File: config.mk
export PLATFORM = sky130hd
export DESIGN_NAME = serial_subtractor
export DESIGN_NICKNAME = d
export VERILOG_FILES = /design/src/rtl/serial_subtractor.sv
export SDC_FILE = /design/constraint.sdc
export NUM_CORES = 1
export LEC_CHECK = 0
export BUFFER_PORTS_ARGS = -buffer_cell sky130_fd_sc_hd__buf_2
export CAP_MARGIN = 20
export CORE_AREA = 3 3 51 53
export CTS_CLUSTER_DIAMETER = 50
export DETAILED_ROUTE_END_ITERATION = 10
export DIE_AREA = 0 0 54 56
export PLACE_DENSITY_LB_ADDON = 0.2
export SETUP_SLACK_MARGIN = 0.05
export SLEW_MARGIN = 20
export SYNTH_ARGS = -nofsm -noshare
export SYNTH_HDL_FRONTEND = slang
export SYNTH_SLANG_ARGS = --single-unit
File: constraint.sdc
create_clock -name clk -period 1.24 [get_ports clk]
set_input_delay 0.248 -clock clk [delete_from_list [all_inputs] [get_ports clk]]
set_output_delay 0.248 -clock clk [all_outputs]
set_load 0.005 [all_outputs]
File: src/rtl/serial_subtractor.sv
// Bit-serial two's-complement subtractor: diff = a - b computed LSB first
// through one registered full-adder slice evaluating a + ~b + 1.
module serial_subtractor #(
    parameter int WIDTH = 4
) (
    input  logic             clk,
    input  logic             reset,
    input  logic             in_valid,
    output logic             in_ready,
    input  logic [WIDTH-1:0] a,
    input  logic [WIDTH-1:0] b,
    output logic             out_valid,
    input  logic             out_ready,
    output logic [WIDTH-1:0] diff,
    output logic             carryout,
    output logic             overflow,
    output logic             zero
);

    localparam int CW = (WIDTH > 1) ? $clog2(WIDTH) : 1;
    localparam logic [CW-1:0] LAST_BIT = CW'(WIDTH - 1);

    typedef enum logic [1:0] {
        IDLE  = 2'd0,
        SHIFT = 2'd1,
        DONE  = 2'd2
    } state_t;

    state_t           state_q,     state_d;
    logic [WIDTH-1:0] a_sh_q,      a_sh_d;
    logic [WIDTH-1:0] b_sh_q,      b_sh_d;
    logic [WIDTH-1:0] res_q,       res_d;
    logic [CW-1:0]    count_q,     count_d;
    logic             carry_q,     carry_d;
    logic [WIDTH-1:0] diff_q,      diff_d;
    logic             carryout_q,  carryout_d;
    logic             overflow_q,  overflow_d;
    logic             zero_q,      zero_d;
    logic             in_ready_q,  in_ready_d;
    logic             out_valid_q, out_valid_d;

    logic sum_bit_s;
    logic carry_bit_s;

    // Full-adder slice on the current LSBs of the operand shift registers.
    always_comb begin
        sum_bit_s   = a_sh_q[0] ^ b_sh_q[0] ^ carry_q;
        carry_bit_s = (a_sh_q[0] & b_sh_q[0]) | (a_sh_q[0] & carry_q) | (b_sh_q[0] & carry_q);
    end

    // Next-state and datapath control for IDLE -> SHIFT -> DONE.
    always_comb begin
        state_d     = state_q;
        a_sh_d      = a_sh_q;
        b_sh_d      = b_sh_q;
        res_d       = res_q;
        count_d     = count_q;
        carry_d     = carry_q;
        diff_d      = diff_q;
        carryout_d  = carryout_q;
        overflow_d  = overflow_q;
        zero_d      = zero_q;

        case (state_q)
            IDLE: begin
                if (in_valid) begin
                    a_sh_d  = a;
                    b_sh_d  = ~b;
                    carry_d = 1'b1;
                    count_d = {CW{1'b0}};
                    state_d = SHIFT;
                end else begin
                    state_d = IDLE;
                end
            end
            SHIFT: begin
                res_d   = {sum_bit_s, res_q[WIDTH-1:1]};
                a_sh_d  = {1'b0, a_sh_q[WIDTH-1:1]};
                b_sh_d  = {1'b0, b_sh_q[WIDTH-1:1]};
                carry_d = carry_bit_s;
                count_d = count_q + CW'(1);
                if (count_q == LAST_BIT) begin
                    // carry_q is the carry into the MSB on this bit.
                    diff_d     = res_d;
                    carryout_d = carry_bit_s;
                    overflow_d = carry_q ^ carry_bit_s;
                    zero_d     = (res_d == {WIDTH{1'b0}});
                    state_d    = DONE;
                end else begin
                    state_d = SHIFT;
                end
            end
            DONE: begin
                if (out_ready) begin
                    state_d = IDLE;
                end else begin
                    state_d = DONE;
                end
            end
            default: begin
                state_d = IDLE;
            end
        endcase

        in_ready_d  = (state_d == IDLE);
        out_valid_d = (state_d == DONE);
    end

    // State and datapath registers with synchronous reset.
    always_ff @(posedge clk) begin
        if (reset) begin
            state_q     <= IDLE;
            a_sh_q      <= {WIDTH{1'b0}};
            b_sh_q      <= {WIDTH{1'b0}};
            res_q       <= {WIDTH{1'b0}};
            count_q     <= {CW{1'b0}};
            carry_q     <= 1'b0;
            diff_q      <= {WIDTH{1'b0}};
            carryout_q  <= 1'b0;
            overflow_q  <= 1'b0;
            zero_q      <= 1'b0;
            in_ready_q  <= 1'b1;
            out_valid_q <= 1'b0;
        end else begin
            state_q     <= state_d;
            a_sh_q      <= a_sh_d;
            b_sh_q      <= b_sh_d;
            res_q       <= res_d;
            count_q     <= count_d;
            carry_q     <= carry_d;
            diff_q      <= diff_d;
            carryout_q  <= carryout_d;
            overflow_q  <= overflow_d;
            zero_q      <= zero_d;
            in_ready_q  <= in_ready_d;
            out_valid_q <= out_valid_d;
        end
    end

    assign in_ready  = in_ready_q;
    assign out_valid = out_valid_q;
    assign diff      = diff_q;
    assign carryout  = carryout_q;
    assign overflow  = overflow_q;
    assign zero      = zero_q;

endmodule

==> impl_table.tex <==
\begin{tabular}{lr}
\hline
Metric & Value \\
\hline
\multicolumn{2}{l}{\textbf{Synthesis}} \\
Post-synthesis simple-gate area fraction & 0.195 \\
Share of synthesized cell area in full adder, half adder and majority cells & 0.0317 \\
Post-synthesis sequential area ratio & 0.488 \\
Xor-xnor portion of the synthesized cell area & 0.00855 \\
Synthesis-stage register bit count & 25 \\
Post-synthesis cell area & between 1000 and 1500 sq um \\
Number of unique standard cell types used by synthesis & 27 \\
Post-synthesis async set-or-reset flop share & 0 \\
Mux contribution to synthesized area & 0.0586 \\
Main combinational cell family by area after synthesis & simple AND/OR/NAND/NOR gates \\
Post-synth EDFFs & 0 \\
Post-synth top flop & sky130\_fd\_sc\_hd\_\_dfxtp\_1 \\
Mean post-synth cell area & between 9 and 10 sq um \\
Number of warnings printed during yosys synthesis & 0 \\
Net count after synthesis & $\sim$120 \\
Compound-Gate Fraction of Synth Area & 0.166 \\
Mapped Cells & 110 \\
\multicolumn{2}{l}{\textbf{Worst hold path}} \\
Cell depth of the worst min-delay path & 3 \\
Hold path endpoint & a\_sh\_q[3] \\
Launch instance of the worst min-delay path & a[3] \\
Worst min-delay path category & in -> reg \\
\multicolumn{2}{l}{\textbf{Place}} \\
Placement Cell Area & $\sim$1200 sq um \\
Sum of net half-perimeters after detailed placement & 1.44 mm \\
Placer's final routability congestion estimate & around 0.76 \\
Port-buffer cells & 20 \\
Instance count after placement with tap cells included & 161 \\
\multicolumn{2}{l}{\textbf{Timing}} \\
Peak clock frequency supported by timing & around 0.77 GHz \\
Final max-slew violation count & 0 \\
Endpoints failing setup & 1 \\
Final hold violation count & 0 \\
Measured slew at the worst slew-check pin & 467 ps \\
Final worst-path cycle share & 1.04 \\
Min Clock Period, post-route & about 1300 ps \\
Max\_slew headroom & 0.689 \\
Total Neg Setup Slack & -50.5 ps \\
RSZ-0062 raised after global routing & yes \\
Crit path setup slack, layout & -50.5 ps \\
Clock skew & $\sim$1.7 ps \\
\multicolumn{2}{l}{\textbf{Clocking}} \\
TritonCTS Sinks & 25 \\
Number of H-tree levels & 1 \\
Source-to-sink clock delay at the later pin of the worst-skew pair & roughly 310 ps \\
Clock tree from TritonCTS & built \\
Library cell used as clock root buffer & sky130\_fd\_sc\_hd\_\_clkbuf\_4 \\
Clock slew at reported path FFs & around 130 ps \\
Number of buffers inserted during clock tree synthesis & 3 \\
CTS Hold Bufs & 0 \\
Maximum clock insertion buffer count & 2 \\
\multicolumn{2}{l}{\textbf{GRT}} \\
Via count of the first global-routing pass & 811 \\
GRT Resource Usage Total & 0.146 \\
Number of antenna violations at the first check in global routing & 0 \\
Leftover overflow at the end of global routing & 0 \\
Maximum number of pins on one net before global-route repair & 26 \\
Wire length of the first global-routing pass & approximately 3.3 mm \\
\multicolumn{2}{l}{\textbf{Worst setup path}} \\
Highest fanout seen on the critical path & 3 \\
Startpoint of the most critical register-to-register path & a\_sh\_q[0] \\
Type of element capturing the critical path & register \\
Sequence of cells on the critical path & fa\_2, nor4\_2, nand2\_1, a21oi\_2 \\
Worst reg2reg path depth & 4 \\
Required time worst endpoint & approximately 1500 ps \\
Crit Reg-Reg Endpoint & zero \\
Critical Path Start Type & register \\
Register-to-Register Setup Slack & -50 ps \\
Critical Path Max Stage Delay & 500 ps \\
Arrival time worst endpoint & 1550 ps \\
Crit Path Class & reg -> reg \\
Cell at the slowest stage of the critical path & sky130\_fd\_sc\_hd\_\_fa\_2 \\
\multicolumn{2}{l}{\textbf{Die}} \\
Full die area & 3020 sq um \\
Number of placement rows & 17 \\
Initial core utilization & 0.468 \\
Floorplan Core Area & 2190 sq um \\
Die X-Extent & roughly 54 um \\
IO Pins & 21 \\
Y dimension of the die & roughly 56 um \\
\multicolumn{2}{l}{\textbf{Drt}} \\
TritonRoute pass-1 iters & 3 \\
Total detailed-routing wirelength & between 1.5 and 2 mm \\
Via count of the routed design & approximately 840 \\
DR DRC count & 0 \\
Detailed-route wire length per cell & about 12 um \\
Post-detailed-route via-to-cell ratio & 5.08 \\
Violation count after the first detailed-route iteration & 4 \\
Residual antenna-violating net count after detailed routing & 0 \\
\multicolumn{2}{l}{\textbf{Final layout}} \\
Final antenna diode count & 0 \\
Total non-filler cell area in the finished layout & approximately 1300 sq um \\
Fraction of layout instances using a drive strength above 1 & 0.399 \\
Most common cell after layout, fill and taps aside & sky130\_fd\_sc\_hd\_\_buf\_2 \\
Area growth, synth to finish & 24.5\% \\
Layout net count & 153 \\
Commonest cells after routing, fill and taps aside & sky130\_fd\_sc\_hd\_\_buf\_2, sky130\_fd\_sc\_hd\_\_dfxtp\_1, sky130\_fd\_sc\_hd\_\_nor2\_1 \\
Final cell count without fillers & 166 \\
\multicolumn{2}{l}{\textbf{Outcome}} \\
Violations in the final reports & setup timing \\
Outcome & complete, but fails checks \\
\multicolumn{2}{l}{\textbf{Pwr}} \\
Peak ir drop on the vdd network & 0.000800 V \\
Total Power Consumption & approximately 1.4 mW \\
Total leakage power & 0.534 nW \\
Power Dens Cells & between 1000 and 1500 nW/um\^{}2 \\
\multicolumn{2}{l}{\textbf{Job}} \\
Max-capacitance violation count & 0 \\
\hline
\end{tabular}
[per-stage QoR]
stage	utilization	setup slack, ps	hold slack [ps]
final	0.583	-50.5	196
after global routing	0.583	-149	197
after CTS	0.569	-30.0	195
after detailed placement	0.542	-41.4	448
after global placement	0.542	-20.7	434
after floorplan	-	32.0	412
[worst max path at each step]
stage | start | endpoint | slack (ps) | cells past startpoint
after global placement | b_sh_q[0] | zero | -20 | 4
after detailed placement | b_sh_q[0] | zero | -40 | 4
after global routing | b_sh_q[0] | zero | -150 | 4
after CTS | a_sh_q[0] | zero | -30 | 4
after floorplan | b_sh_q[0] | zero | 30 | 4
final | a_sh_q[0] | zero | -50 | 4
[worst max-delay path, delay by kind of cell (launching register included)]
| family | cells | cell delay [ps] |
|---|---|---|
| simple gates | 2 | 260 |
| compound gates | 1 | 110 |
| flops | 1 | 360 |
| fa+ha+maj | 1 | 500 |
[layout make-up]
cell class	instances	area, sq um
fill	199	915
timing repair buffer	31	190
tap	28	35.0
multi-input combinational	77	512
inverter	1	3.75
sequential	25	508
clock buffer	3	22.5
clock inverter	1	5.00
[where the power goes]
part | switching, mW | internal, mW | total (mW)
clock | 0.235 | 0.120 | 0.356
sequential | 0.0300 | 0.843 | 0.873
combinational | 0.100 | 0.110 | 0.210
[state kept, by name, summed over array words and instances (netlist names), 2 cells and up]
signal	count
a_sh_q	4
count_q	2
res_q	3
diff	4
state_q	2
b_sh_q	4
[logic make-up (layout without fill, tap and decap cells)]
family | count (synthesis) | count (layout)
AOI/OAI and AO/OA | 24 | 24
xor gates and xnor gates | 1 | 1
adders and majority gates | 2 | 2
buffers and inverters | 8 | 36
DFF | 25 | 25
muxes | 6 | 6
and+or+nand+nor | 44 | 44
[synth_stat cells (all sizes together), types with 2 or more instances]
| cell type | number | area, sq um |
|---|---|---|
| buf | 4 | 37.5 |
| mux2i | 6 | 60.1 |
| nand2 | 15 | 56.3 |
| and2 | 3 | 22.5 |
| a211oi | 6 | 60.1 |
| dfxtp | 25 | 500 |
| a32oi | 2 | 17.5 |
| o21bai | 2 | 15.0 |
| nor2b | 2 | 12.5 |
| nor2 | 19 | 73.8 |
| clkbuf | 3 | 11.3 |
| o21ai | 3 | 15.0 |
| a21oi | 9 | 45.0 |
[timing repair]
item | 4_1_cts | 5_1_grt
endpoints found under the setup margin | 13 | 20
pin swaps | 3 | 1
buffers inserted | 1 | 0
resized for setup | 8 | 7
[per-layer routing]
layer	track usage	part of all wire	up-vias
met2	0.227	0.49	8
met3	0.0241	0.024	2
met5	0	0	-
met1	0.192	0.48	395
met4	0.0641	0.0086	0
li1	-	-	438
No activity file was read; power rests on OpenSTA's default activity.
